### config.mk
export PLATFORM = sky130hd
export DESIGN_NAME = regfile_dump_reader
export DESIGN_NICKNAME = d
export VERILOG_FILES = /design/src/rtl/regfile_dump_reader_pkg.sv /design/src/rtl/regfile_dump_reader.sv
export SDC_FILE = /design/constraint.sdc
export NUM_CORES = 1
export LEC_CHECK = 0
export ABC_AREA = 0
export ABC_CLOCK_PERIOD_IN_PS = 2500
export BUFFER_PORTS_ARGS = -buffer_cell sky130_fd_sc_hd__buf_4
export CORE_UTILIZATION = 42
export CTS_CLUSTER_DIAMETER = 30
export DETAILED_ROUTE_END_ITERATION = 16
export PLACE_DENSITY = 0.65
export SLEW_MARGIN = 0
export SYNTH_ARGS = -nofsm -noshare
export SYNTH_HDL_FRONTEND = slang
export SYNTH_SLANG_ARGS = --single-unit
### constraint.sdc
create_clock -name clk -period 2.5 [get_ports clk]
set_clock_uncertainty 0.2 [all_clocks]
set_input_delay 0.5 -clock clk [delete_from_list [all_inputs] [get_ports clk]]
set_output_delay 0.5 -clock clk [all_outputs]
set_load 0.05 [all_outputs]
### src/rtl/regfile_dump_reader_pkg.sv
// Shared i281 debug definitions: dump FSM states and register-file geometry
// defaults shared with the register file.
package regfile_dump_reader_pkg;

   localparam int unsigned DATA_WIDTH_DEFAULT = 8;
   localparam int unsigned SEL_WIDTH_DEFAULT  = 2;
   localparam int unsigned NUM_REGS_DEFAULT   = 1 << SEL_WIDTH_DEFAULT;
   localparam int unsigned CHECKSUM_INDEX     = NUM_REGS_DEFAULT;

   typedef enum logic [1:0] {
      IDLE,
      SNAP,
      SEND
   } dump_state_t;

   // The checksum beat index sits one past the last register index.
   function automatic int unsigned checksum_index(input int unsigned sel_width);
      return 32'(1) << sel_width;
   endfunction

endpackage

### src/rtl/regfile_dump_reader.sv
// Snapshots the i281 register file through a dedicated read port and streams
// the captured bytes, plus an optional XOR checksum beat, over valid/ready.
module regfile_dump_reader
   import regfile_dump_reader_pkg::*;
#(
   parameter int unsigned DATA_WIDTH    = DATA_WIDTH_DEFAULT,
   parameter int unsigned SEL_WIDTH     = SEL_WIDTH_DEFAULT,
   parameter bit          EMIT_CHECKSUM = 1'b1
) (
   input  logic                  clk,
   input  logic                  reset,
   input  logic                  start,
   input  logic                  abort,
   output logic [SEL_WIDTH-1:0]  rd_sel,
   input  logic [DATA_WIDTH-1:0] rd_data,
   output logic                  out_valid,
   input  logic                  out_ready,
   output logic [DATA_WIDTH-1:0] out_data,
   output logic [SEL_WIDTH:0]    out_index,
   output logic                  out_last,
   output logic                  busy,
   output logic                  done
);

   localparam int unsigned NUM_REGS = 1 << SEL_WIDTH;
   localparam int unsigned IDX_W    = SEL_WIDTH + 1;
   localparam logic [IDX_W-1:0] LAST_REG  = IDX_W'(NUM_REGS - 1);
   localparam logic [IDX_W-1:0] CSUM_IDX  = IDX_W'(checksum_index(SEL_WIDTH));
   localparam logic [IDX_W-1:0] FINAL_IDX = EMIT_CHECKSUM ? CSUM_IDX : LAST_REG;

   dump_state_t           state;
   logic [IDX_W-1:0]      idx;
   logic [IDX_W-1:0]      next_idx;
   logic [DATA_WIDTH-1:0] checksum;
   logic [DATA_WIDTH-1:0] snap_buf [NUM_REGS];

   assign rd_sel   = idx[SEL_WIDTH-1:0];
   assign next_idx = idx + IDX_W'(1);

   always_ff @(posedge clk or posedge reset) begin
      if (reset) begin
         state     <= IDLE;
         idx       <= '0;
         checksum  <= '0;
         out_valid <= 1'b0;
         out_data  <= '0;
         out_index <= '0;
         out_last  <= 1'b0;
         busy      <= 1'b0;
         done      <= 1'b0;
         for (int unsigned i = 0; i < NUM_REGS; i++) begin
            snap_buf[i] <= '0;
         end
      end else begin
         done <= 1'b0;
         case (state)
            IDLE: begin
               if (start) begin
                  state    <= SNAP;
                  idx      <= '0;
                  checksum <= '0;
                  busy     <= 1'b1;
               end
            end

            SNAP: begin
               if (abort) begin
                  state <= IDLE;
                  idx   <= '0;
                  busy  <= 1'b0;
               end else begin
                  snap_buf[rd_sel] <= rd_data;
                  checksum         <= checksum ^ rd_data;
                  if (idx == LAST_REG) begin
                     // Slot 0 is only still in flight when the file has a single register.
                     state     <= SEND;
                     idx       <= '0;
                     out_valid <= 1'b1;
                     out_data  <= (idx == '0) ? rd_data : snap_buf[0];
                     out_index <= '0;
                     out_last  <= (FINAL_IDX == '0);
                  end else begin
                     idx <= next_idx;
                  end
               end
            end

            SEND: begin
               if (abort || (out_ready && out_last)) begin
                  // Abort outranks a simultaneous final transfer, so no done then.
                  state     <= IDLE;
                  idx       <= '0;
                  out_valid <= 1'b0;
                  out_last  <= 1'b0;
                  busy      <= 1'b0;
                  done      <= !abort;
               end else if (out_ready) begin
                  idx       <= next_idx;
                  out_index <= next_idx;
                  out_data  <= (next_idx == CSUM_IDX) ? checksum
                                                      : snap_buf[next_idx[SEL_WIDTH-1:0]];
                  out_last  <= (next_idx == FINAL_IDX);
               end
            end

            default: begin
               state <= IDLE;
               idx   <= '0;
               busy  <= 1'b0;
            end
         endcase
      end
   end

endmodule

==> run metrics, run 1 <==
TritonCTS clock tree done; Arr. time, crit path 2.29 ns; Max Cap Violations 0; outcome complete, no violations; clk slew on worst S/H paths 0.07 ns; FFs w/ async S/R, synth 1.00; Max Freq 443 MHz; die area 0.00792 mm2; top flip-flop cell by instance count after synthesis sky130_fd_sc_hd__dfrtp_1; Placeable Area 0.00729 mm2; minimum period implied by the final worst setup slack 2.26 ns; total of cells resized after clock tree synthesis 0; Remaining Overflow, GRT 0; wire length per cell 17.4 um; total via count after detailed routing 2357; number of buffers created by CTS 9; startpoint class of the critical path flop; clock sink count 60; antenna violations before repair 0; Syn-to-layout area delta 17.2%; number of DRC markers in iteration 0 158; min-delay worst type input port to flop; Routed Wire Length 7330 um; Worst Path Class, Setup flop to flop; register area share after synthesis 0.472; number of global-route vias before repair 2241; post-synth net total 306; number of unique standard cell types used by synthesis 33; CP startpoint idx[1]$_DFFE_PP0P_; post-route antenna net violation count 0; # Post-CTS Setup Buffers 0; Post-synth EDFFs 0; routability cong. 0.793; Die Span X 89.0 um; CTS root buffer sky130_fd_sc_hd__clkbuf_8; via count normalized by instance count 5.60; Synth warnings 0; diode insertion count for antenna repair 0; fraction of final layout cells sized beyond drive strength 1 0.314; Fin. Hold Viols 0; Max clock buf depth 2; mean post-synth cell area 11.2 um2; total global routing track utilization 0.207; setup TNS after final layout 0 ns; count of hold buffers inserted by post-cts repair 1; wire length of the first global-routing pass 11800 um; y dimension of the die 89.0 um; placed instance count 405; filler-free cell count of the finished design 421; beginning of the worst hold path rd_data[7]; Remaining DRCs 0; setup repair after global routing missed its margin no; initial core utilization 0.436; final count of pins violating max slew 0; detailed-routing iteration count for the pre-antenna-repair pass 4; sort of element at the end of the critical path flop; Cells after Synth 283; static power due to leakage 1.71 nW; worst IR drop on VDD 0.636 mV; biggest fanout along the worst timing path 10; share of the cycle needed by the critical path after routing 0.903; slew margin rel. 0.664; total of buffers placed on input and output ports 29; post-layout total power 4.46 mW; number of fill cells in the layout 674; final layout net count 341; Post-Syn Area 0.00318 mm2; count of final setup violators 0; Worst Path Required 2.53 ns; r2r startpoint idx[1]$_DFFE_PP0P_; row count 31; FF+latch count, synth 60; Detail Placement HPWL 5010 um; pin count of the biggest net entering global routing 28; Pwr Density 1200 mW/mm2; number of top-level design ports 30; Clock Latency Late Sink 0.35 ns; number of levels the H-tree was split into 3; Tightest Pin Transition 0.504 ns
-- power breakdown --
group	total [mW]	leakage, nW	internal [mW]	switching (mW)
clock network	0.832	0.0986	0.462	0.370
logic	2.13	0.827	0.901	1.23
registers	1.49	0.789	1.29	0.208
-- synth_stat cells, types with 2 or more instances --
| master | instances | share of area |
|---|---|---|
| sky130_fd_sc_hd__dfrtp_1 | 60 | 0.47 |
| sky130_fd_sc_hd__mux2_2 | 32 | 0.11 |
| sky130_fd_sc_hd__nand2_1 | 32 | 0.038 |
| sky130_fd_sc_hd__o21ai_0 | 15 | 0.024 |
| sky130_fd_sc_hd__mux2i_1 | 13 | 0.041 |
| sky130_fd_sc_hd__a21oi_1 | 11 | 0.017 |
| sky130_fd_sc_hd__inv_1 | 11 | 0.013 |
| sky130_fd_sc_hd__nand2b_1 | 11 | 0.022 |
| sky130_fd_sc_hd__ha_1 | 10 | 0.039 |
| sky130_fd_sc_hd__a22o_1 | 9 | 0.025 |
| sky130_fd_sc_hd__a31oi_1 | 8 | 0.016 |
| sky130_fd_sc_hd__mux4_2 | 8 | 0.057 |
| sky130_fd_sc_hd__nor2_1 | 8 | 0.0094 |
| sky130_fd_sc_hd__clkbuf_1 | 7 | 0.0083 |
| sky130_fd_sc_hd__buf_4 | 6 | 0.014 |
| sky130_fd_sc_hd__a21o_1 | 5 | 0.012 |
| sky130_fd_sc_hd__a32oi_1 | 5 | 0.014 |
| sky130_fd_sc_hd__nor2b_1 | 5 | 0.0098 |
| sky130_fd_sc_hd__nand2_2 | 4 | 0.0079 |
| sky130_fd_sc_hd__buf_2 | 3 | 0.0047 |
| sky130_fd_sc_hd__nand4_1 | 3 | 0.0059 |
| sky130_fd_sc_hd__nor3b_1 | 3 | 0.0071 |
| sky130_fd_sc_hd__a22oi_1 | 2 | 0.0047 |
| sky130_fd_sc_hd__nor3_1 | 2 | 0.0031 |
| sky130_fd_sc_hd__o31ai_1 | 2 | 0.0047 |
-- through the flow --
step | utilization | cell area [um2] | hold slack [ns] | setup WS (ns)
floorplan | - | 3180 | 0.274 | 0.238
global placement | 0.484 | 3530 | 0.262 | 0.349
detailed placement | 0.484 | 3530 | 0.268 | 0.278
CTS | 0.511 | 3720 | 0.231 | 0.264
global route | 0.511 | 3720 | 0.230 | 0.0958
finish | 0.511 | 3720 | 0.237 | 0.243
-- worst max-delay path, cell delays in order, from the launching register on --
cell	delay, ns
sky130_fd_sc_hd__dfrtp_1	0.43
sky130_fd_sc_hd__inv_1	0.10
sky130_fd_sc_hd__ha_1	0.61
sky130_fd_sc_hd__mux4_2	0.39
sky130_fd_sc_hd__mux2i_1	0.14
sky130_fd_sc_hd__nand2_1	0.07
sky130_fd_sc_hd__a22o_1	0.19
-- path summary, 6_finish.rpt --
path                                       endpoint  slack, ns  cells past startpoint
min in group asynchronous      out_last$_DFFE_PP0P_       0.54                      3
max in group asynchronous  snap_buf[27]$_DFFE_PP0P_       1.00                      4
max                         out_data[4]$_DFFE_PP0P_       0.24                      6
min                        snap_buf[15]$_DFFE_PP0P_       0.24                      2
max reg2reg                 out_data[4]$_DFFE_PP0P_       0.24                      6
min reg2reg                out_index[0]$_DFFE_PP0P_       0.27                      2
-- final cells by class --
cell class | instances | area, um2 | share of cell area
Sequential cell | 60 | 1500 | 0.403
Inverter | 11 | 41.3 | 0.0111
Multi-Input combinational cell | 194 | 1540 | 0.414
Timing Repair Buffer | 42 | 330 | 0.0887
Tap cell | 99 | 124 | 0.0333
Clock inverter | 1 | 5.00 | 0.00134
Clock buffer | 14 | 183 | 0.0490
-- layer usage --
layer  part of all wire  up-vias  GRT usage
li1                   -     1099          -
met2               0.47       71      0.323
met1               0.46     1174      0.276
met3              0.057       13     0.0683
met4              0.017        0     0.0649
met5                  0        -          0
-- registers in the layout, summed over array words and instances, names as in the netlist --
name	count
out_last	1
out_data	8
state	2
busy	1
snap_buf	32
idx	3
done	1
out_index	3
checksum	8
out_valid	1
-- layout by cell type, fill, tap and decap left out, types with 5 or more instances in the layout --
cell type and instances:
sky130_fd_sc_hd__mux4_2 8, sky130_fd_sc_hd__nand2_1 32, sky130_fd_sc_hd__a22o_1 9, sky130_fd_sc_hd__a21oi_1 11, sky130_fd_sc_hd__inv_1 10, sky130_fd_sc_hd__nor2_1 8
sky130_fd_sc_hd__dfrtp_1 60, sky130_fd_sc_hd__o21ai_0 15, sky130_fd_sc_hd__a21o_1 5, sky130_fd_sc_hd__a31oi_1 8, sky130_fd_sc_hd__nor2b_1 5, sky130_fd_sc_hd__a32oi_1 5
sky130_fd_sc_hd__buf_4 40, sky130_fd_sc_hd__ha_1 10, sky130_fd_sc_hd__nand2b_1 11, sky130_fd_sc_hd__mux2_2 32, sky130_fd_sc_hd__clkbuf_8 13, sky130_fd_sc_hd__mux2i_1 13
-- cell families (layout without fill, tap and decap cells) --
family | after synthesis | in the layout | share of synthesized area
muxes | 53 | 53 | 0.211
DFF | 60 | 60 | 0.472
AOI/OAI and AO/OA | 61 | 61 | 0.125
and+or+nand+nor | 70 | 70 | 0.107
buffers and inverters | 29 | 68 | 0.0449
adders and majority gates | 10 | 10 | 0.0394
No activity file was read; power rests on OpenSTA's default activity.
==> run 2, diff against run 1 <==
Settings changed: CORE_UTILIZATION 42 to 40, PLACE_DENSITY 0.65 to 0.63.
==> run 2 against run 1 <==
Compared with the run above: combinational power fell by 3%; non-clock buffer count fell by 1; die area rose by 4.9%; critical endpoint is now out_data[6]$_DFFE_PP0P_; first-iteration DRC count fell by 13%; largest power group unchanged; design area rose by 0.67%; largest cell class unchanged; critical path depth did not move; flip-flop and latch count did not move.
==> run metrics, run 2 (synthesis results as in run 1) <==
outcome complete, no violations (unchanged); number of buffers created by CTS 9 (unchanged); crit-path cells inv_1 -> ha_1 -> mux4_2 -> mux2i_1 -> nand2_1 -> a22o_1 (unchanged); detailed-routing iteration count for the pre-antenna-repair pass 4 (unchanged); worst setup path endpoint out_data[6]$_DFFE_PP0P_ (was out_data[4]$_DFFE_PP0P_); register name with the most flops snap_buf (unchanged); sort of element at the end of the critical path flop (unchanged); number of top-level design ports 30 (unchanged); row count 32 (was 31); sw power 1.82 mW (was 1.81 mW); Final Util 0.488 (was 0.511); Remaining Overflow, GRT 0 (unchanged); net switching fraction of the power 0.399 (was 0.406); most congested layer reported by global routing met2 (unchanged); startpoint class of the critical path flop (unchanged); Max Freq 443 MHz (about the same); total via count after detailed routing 2334 (was 2357); number of global-route vias before repair 2331 (was 2241); Tightest Pin Transition 0.989 ns (was 0.504 ns); final setup slack of the worst path 0.243 ns (about the same); total of buffers placed on input and output ports 29 (unchanged); critical path's largest stage delay 0.63 ns (was 0.61 ns); slew margin rel. 0.341 (was 0.664); Worst Reg2Reg Path Length in Cells 6 (unchanged); fraction of final layout cells sized beyond drive strength 1 0.314 (unchanged); r2r startpoint idx[0]$_DFFE_PP0P_ (was idx[1]$_DFFE_PP0P_); final count of pins violating max slew 0 (unchanged); min-delay worst type input port to flop (unchanged); Remaining DRCs 0 (unchanged); diode insertion count for antenna repair 0 (unchanged); Clk network pwr share 0.212 (was 0.187); antenna violations before repair 0 (unchanged); post-layout total power 4.55 mW (was 4.46 mW); cell internal pwr 2.73 mW (was 2.65 mW); Detail Placement HPWL 5260 um (was 5010 um); total global routing track utilization 0.202 (was 0.207); Pwr Density 1210 mW/mm2 (was 1200 mW/mm2); most common library cell in the layout ignoring fill and taps sky130_fd_sc_hd__dfrtp_1 (unchanged); Max clock buf depth 2 (unchanged); clock sink count 60 (unchanged); die area 0.00831 mm2 (was 0.00792 mm2); setup repair after global routing missed its margin no (unchanged); most frequent cells in the layout sky130_fd_sc_hd__dfrtp_1, sky130_fd_sc_hd__buf_4, sky130_fd_sc_hd__mux2_2, sky130_fd_sc_hd__nand2_1, sky130_fd_sc_hd__o21ai_0 (unchanged); Die Span X 91.1 um (was 89.0 um); number of levels the H-tree was split into 3 (unchanged); share of total power in sequential cells 0.332 (was 0.335); CTS root buffer sky130_fd_sc_hd__clkbuf_8 (unchanged); Routed Wire Length 7460 um (was 7330 um); count of hold buffers inserted by post-cts repair 1 (unchanged); Worst Path Class, Setup flop to flop (unchanged); number of DRC markers in iteration 0 138 (was 158); flip-flop count of the largest register after layout 32 (unchanged); global-route met3 utilization 0.0310 (was 0.0683); pin count of the biggest net entering global routing 24 (was 28); Syn-to-layout area delta 18.0% (was 17.2%); post-route antenna net violation count 0 (unchanged); clk slew on worst S/H paths 0.07 ns (about the same); global routing met1 resource utilization 0.275 (was 0.276); via count normalized by instance count 5.50 (was 5.60); worst-case hold slack 0.250 ns (was 0.237 ns); internal reg-to-reg setup slack 0.24 ns (about the same); TritonCTS clock tree done (unchanged); GR met2 Demand/Resource 0.322 (was 0.323); total of cells resized after clock tree synthesis 0 (unchanged); Arr. time, crit path 2.29 ns (about the same); biggest fanout along the worst timing path 10 (unchanged); pre-CTS worst setup slack 0.235 ns (was 0.278 ns); Placeable Area 0.00769 mm2 (was 0.00729 mm2); combinational group share of total power 0.456 (was 0.478); initial core utilization 0.413 (was 0.436); y dimension of the die 91.1 um (was 89.0 um); # Post-CTS Setup Buffers 0 (unchanged); Clock Latency Late Sink 0.34 ns (was 0.35 ns); static power due to leakage 1.72 nW (was 1.71 nW); CP startpoint idx[0]$_DFFE_PP0P_ (was idx[1]$_DFFE_PP0P_); final layout net count 340 (was 341); setup TNS after final layout 0 ns (unchanged); Fin. Hold Viols 0 (unchanged); share of the cycle needed by the critical path after routing 0.903 (about the same); Worst Path Required 2.53 ns (about the same); count of final setup violators 0 (unchanged); Max Cap Violations 0 (unchanged); minimum period implied by the final worst setup slack 2.26 ns (about the same); wire length per cell 17.6 um (was 17.4 um); registers with the most flip-flops snap_buf (32), checksum (8), out_data (8) (unchanged); routability cong. 0.787 (was 0.793); endpoint of the worst register-to-register path out_data[6]$_DFFE_PP0P_ (was out_data[4]$_DFFE_PP0P_); slowest cell on the critical path sky130_fd_sc_hd__ha_1 (unchanged); wire length of the first global-routing pass 12500 um (was 11800 um); worst IR drop on VDD 0.595 mV (was 0.636 mV)
-- run 2: critical path: cells and delay by family (launching register included) --
family	cells	cell delay [ns]
buf+inv	1	0.11
fa+ha+maj	1	0.63
simple gates	1	0.07
mux	2	0.56
compound gates	1	0.18
flops	1	0.41
-- run 2: power groups by stage --
| stage | combinational, mW | clock [mW] | sequential (mW) |
|---|---|---|---|
| after global placement | 2.04 | 0 | 1.51 |
| after CTS | 2.10 | 0.983 | 1.51 |
| after floorplan | 1.31 | 0 | 1.74 |
| after detailed placement | 2.10 | 0 | 1.53 |
| after global routing | 2.29 | 1.03 | 1.55 |
| final | 2.07 | 0.963 | 1.51 |
-- run 2: area by class of cell --
| class | instances | area (um2) |
|---|---|---|
| inverters | 11 | 41.3 |
| fillers | 732 | 3940 |
| multi-input cells | 194 | 1540 |
| repair buffers | 41 | 323 |
| flip-flops and latches | 60 | 1500 |
| well taps | 102 | 128 |
| clock inverters | 5 | 75.1 |
| clock buffers | 11 | 141 |
-- run 2: worst min-delay path by stage --
stage	depth (start not counted)	endpoint	from
finish	2	snap_buf[30]$_DFFE_PP0P_	rd_data[6]
global route	2	snap_buf[30]$_DFFE_PP0P_	rd_data[6]
CTS	2	snap_buf[30]$_DFFE_PP0P_	rd_data[6]
detailed placement	2	out_index[0]$_DFFE_PP0P_	out_index[0]$_DFFE_PP0P_
global placement	2	out_index[0]$_DFFE_PP0P_	out_index[0]$_DFFE_PP0P_
floorplan	1	snap_buf[0]$_DFFE_PP0P_	snap_buf[0]$_DFFE_PP0P_
-- run 2: metrics by stage --
step / std cells / instance area, um2
CTS: 424 / 3750
global placement: 407 / 3520
floorplan: 283 / 3180
finish: 424 / 3750
detailed placement: 407 / 3520
global route: 424 / 3750
-- run 2: metal layers --
layer  share of wire  vias up
met4           0.015        0
met3           0.025        8
met2            0.49       42
met1            0.47     1191
li1                -     1093
met5               0        -
==> run 3, diff against run 2 <==
Settings changed: RECOVER_POWER set to 50, SKIP_LAST_GASP set to 1.
==> run 3 against run 2 <==
Compared with the run above: die area stayed put; maximum frequency is 0.98% lower; design area is 1.7% lower; critical endpoint unchanged; largest power group unchanged.
==> run metrics, run 3 (synthesis results as in run 1) <==
total global routing track utilization 0.202 (unchanged); pin count of the biggest net entering global routing 24 (unchanged); sort of element at the end of the critical path flop (unchanged); endpoint of the worst register-to-register path out_data[6]$_DFFE_PP0P_ (unchanged); Detail Placement HPWL 5260 um (unchanged); registers with the most flip-flops snap_buf (32), checksum (8), out_data (8) (unchanged); diode insertion count for antenna repair 0 (unchanged); setup repair after global routing missed its margin no (unchanged); register name with the most flops snap_buf (unchanged); biggest fanout along the worst timing path 10 (unchanged); number of DRC markers in iteration 0 144 (was 138); Clock Latency Late Sink 0.34 ns (about the same); share of the cycle needed by the critical path after routing 0.912 (was 0.903); Die Span X 91.1 um (unchanged); Syn-to-layout area delta 15.9% (was 18.0%); slowest cell on the critical path sky130_fd_sc_hd__ha_1 (unchanged); clk slew on worst S/H paths 0.07 ns (about the same); highest metal layer used by the detailed router met4 (unchanged); Final Util 0.479 (was 0.488); detailed-routing iteration count for the pre-antenna-repair pass 4 (unchanged); outcome complete, no violations (unchanged); setup TNS after final layout 0 ns (unchanged); Fin. Hold Viols 0 (unchanged); design area 0.00368 mm2 (was 0.00375 mm2); CTS root buffer sky130_fd_sc_hd__clkbuf_8 (unchanged); Max Cap Violations 0 (unchanged); antenna violations before repair 0 (unchanged); Pwr Density 1210 mW/mm2 (about the same); minimum period implied by the final worst setup slack 2.28 ns (was 2.26 ns); Arr. time, crit path 2.31 ns (was 2.29 ns); internal reg-to-reg setup slack 0.22 ns (was 0.24 ns); via count normalized by instance count 5.52 (was 5.50); Reg area 0.00150 mm2 (unchanged); worst min-delay path endpoint snap_buf[30]$_DFFE_PP0P_ (unchanged); r2r startpoint idx[0]$_DFFE_PP0P_ (unchanged); Routed Wire Length 7490 um (was 7460 um); y dimension of the die 91.1 um (unchanged); wire length per cell 17.7 um (was 17.6 um); die area 0.00831 mm2 (unchanged); Max Freq 439 MHz (was 443 MHz); routed length on met3 186 um (was 189 um); flip-flop count of the largest register after layout 32 (unchanged); Worst Reg2Reg Path Length in Cells 6 (unchanged); total of buffers placed on input and output ports 29 (unchanged); crit-path cells inv_1 -> ha_1 -> mux4_2 -> mux2i_1 -> nand2_1 -> a22o_1 (unchanged); critical path's largest stage delay 0.62 ns (was 0.63 ns); post-route antenna net violation count 0 (unchanged); number of buffers created by CTS 9 (unchanged); Placeable Area 0.00769 mm2 (unchanged); most common library cell in the layout ignoring fill and taps sky130_fd_sc_hd__dfrtp_1 (unchanged); initial core utilization 0.413 (unchanged); static power due to leakage 1.66 nW (was 1.72 nW); row count 32 (unchanged); number of stages on the worst setup path 6 (unchanged); number of fill cells in the layout 737 (was 732); hold depth 2 (unchanged); Remaining Overflow, GRT 0 (unchanged); total met2 wirelength after detailed routing 3750 um (was 3680 um); number of top-level design ports 30 (unchanged); slew margin rel. 0.328 (was 0.341); TritonCTS clock tree done (unchanged); fraction of final layout cells sized beyond drive strength 1 0.261 (was 0.314); Remaining DRCs 0 (unchanged); count of final setup violators 0 (unchanged); final layout net count 340 (unchanged); startpoint class of the critical path flop (unchanged); clock sink count 60 (unchanged); Worst Path Class, Setup flop to flop (unchanged); min-delay worst type input port to flop (unchanged); most frequent cells in the layout sky130_fd_sc_hd__dfrtp_1, sky130_fd_sc_hd__mux2_2, sky130_fd_sc_hd__nand2_1 (was sky130_fd_sc_hd__dfrtp_1, sky130_fd_sc_hd__buf_4, sky130_fd_sc_hd__mux2_2, sky130_fd_sc_hd__nand2_1, sky130_fd_sc_hd__o21ai_0); number of levels the H-tree was split into 3 (unchanged); number of buffer and inverter stages on the critical path 1 (unchanged); routability cong. 0.787 (unchanged); Max clock buf depth 2 (unchanged); total routed wire length on the met1 layer 3440 um (was 3480 um); total via count after detailed routing 2340 (was 2334); wire length of the first global-routing pass 12500 um (unchanged); Crit path max-delay family adder cells (unchanged); multi-input gate area in the final layout 0.00154 mm2 (unchanged); worst IR drop on VDD 0.573 mV (was 0.595 mV); Worst Path Required 2.53 ns (about the same); area post-placement 0.00352 mm2 (unchanged); number of global-route vias before repair 2331 (unchanged); beginning of the worst hold path rd_data[6] (unchanged); final count of pins violating max slew 0 (unchanged); Tightest Pin Transition 1.01 ns (was 0.989 ns)
==> run 3: cell count changes in the layout (fill, tap and decap cells not counted), sizes merged <==
| cell | change |
|---|---|
| clkbuf | +19 |
| buf | -19 |
==> run 3: stage by stage <==
step	hold slack, ns	power (mW)	cells	setup WS [ns]
2_1_floorplan	0.274	3.06	283	0.238
3_3_place_gp	0.272	3.56	407	0.294
3_5_place_dp	0.281	3.63	407	0.235
4_1_cts	0.242	4.60	424	0.226
5_1_grt	0.249	4.78	424	0.0497
6_report	0.253	4.47	424	0.221
==> run 3: layout make-up <==
class | count | area share
Multi-Input combinational cell | 194 | 0.418
Sequential cell | 60 | 0.407
Timing Repair Buffer | 41 | 0.0699
Clock buffer | 11 | 0.0384
Tap cell | 102 | 0.0346
Clock inverter | 5 | 0.0204
Inverter | 11 | 0.0112
==> run 3: worst max path at each step <==
stage / endpoint / from
after floorplan: out_data[7]$_DFFE_PP0P_ / idx[0]$_DFFE_PP0P_
after global placement: out_data[2]$_DFFE_PP0P_ / idx[0]$_DFFE_PP0P_
after detailed placement: out_data[1]$_DFFE_PP0P_ / idx[0]$_DFFE_PP0P_
after CTS: out_data[1]$_DFFE_PP0P_ / idx[0]$_DFFE_PP0P_
after global routing: out_data[1]$_DFFE_PP0P_ / idx[0]$_DFFE_PP0P_
final: out_data[6]$_DFFE_PP0P_ / idx[0]$_DFFE_PP0P_
==> run 3: where the power goes <==
group | internal [mW] | switching [mW] | total, mW
sequential | 1.29 | 0.225 | 1.51
clock | 0.584 | 0.379 | 0.962
combinational | 0.782 | 1.21 | 2.00
==> run 3: metal layers <==
metal / global-route usage / up-vias
li1: - / 1092
met1: 0.275 / 1205
met2: 0.322 / 35
met3: 0.0310 / 8
met4: 0.0807 / 0
met5: 0 / -
==> run 3: what timing repair did <==
action,in CTS,in global routing
hold buffers,1,0
setup buffers,0,0
endpoints found under the hold margin,21,0
gates resized for setup,0,0
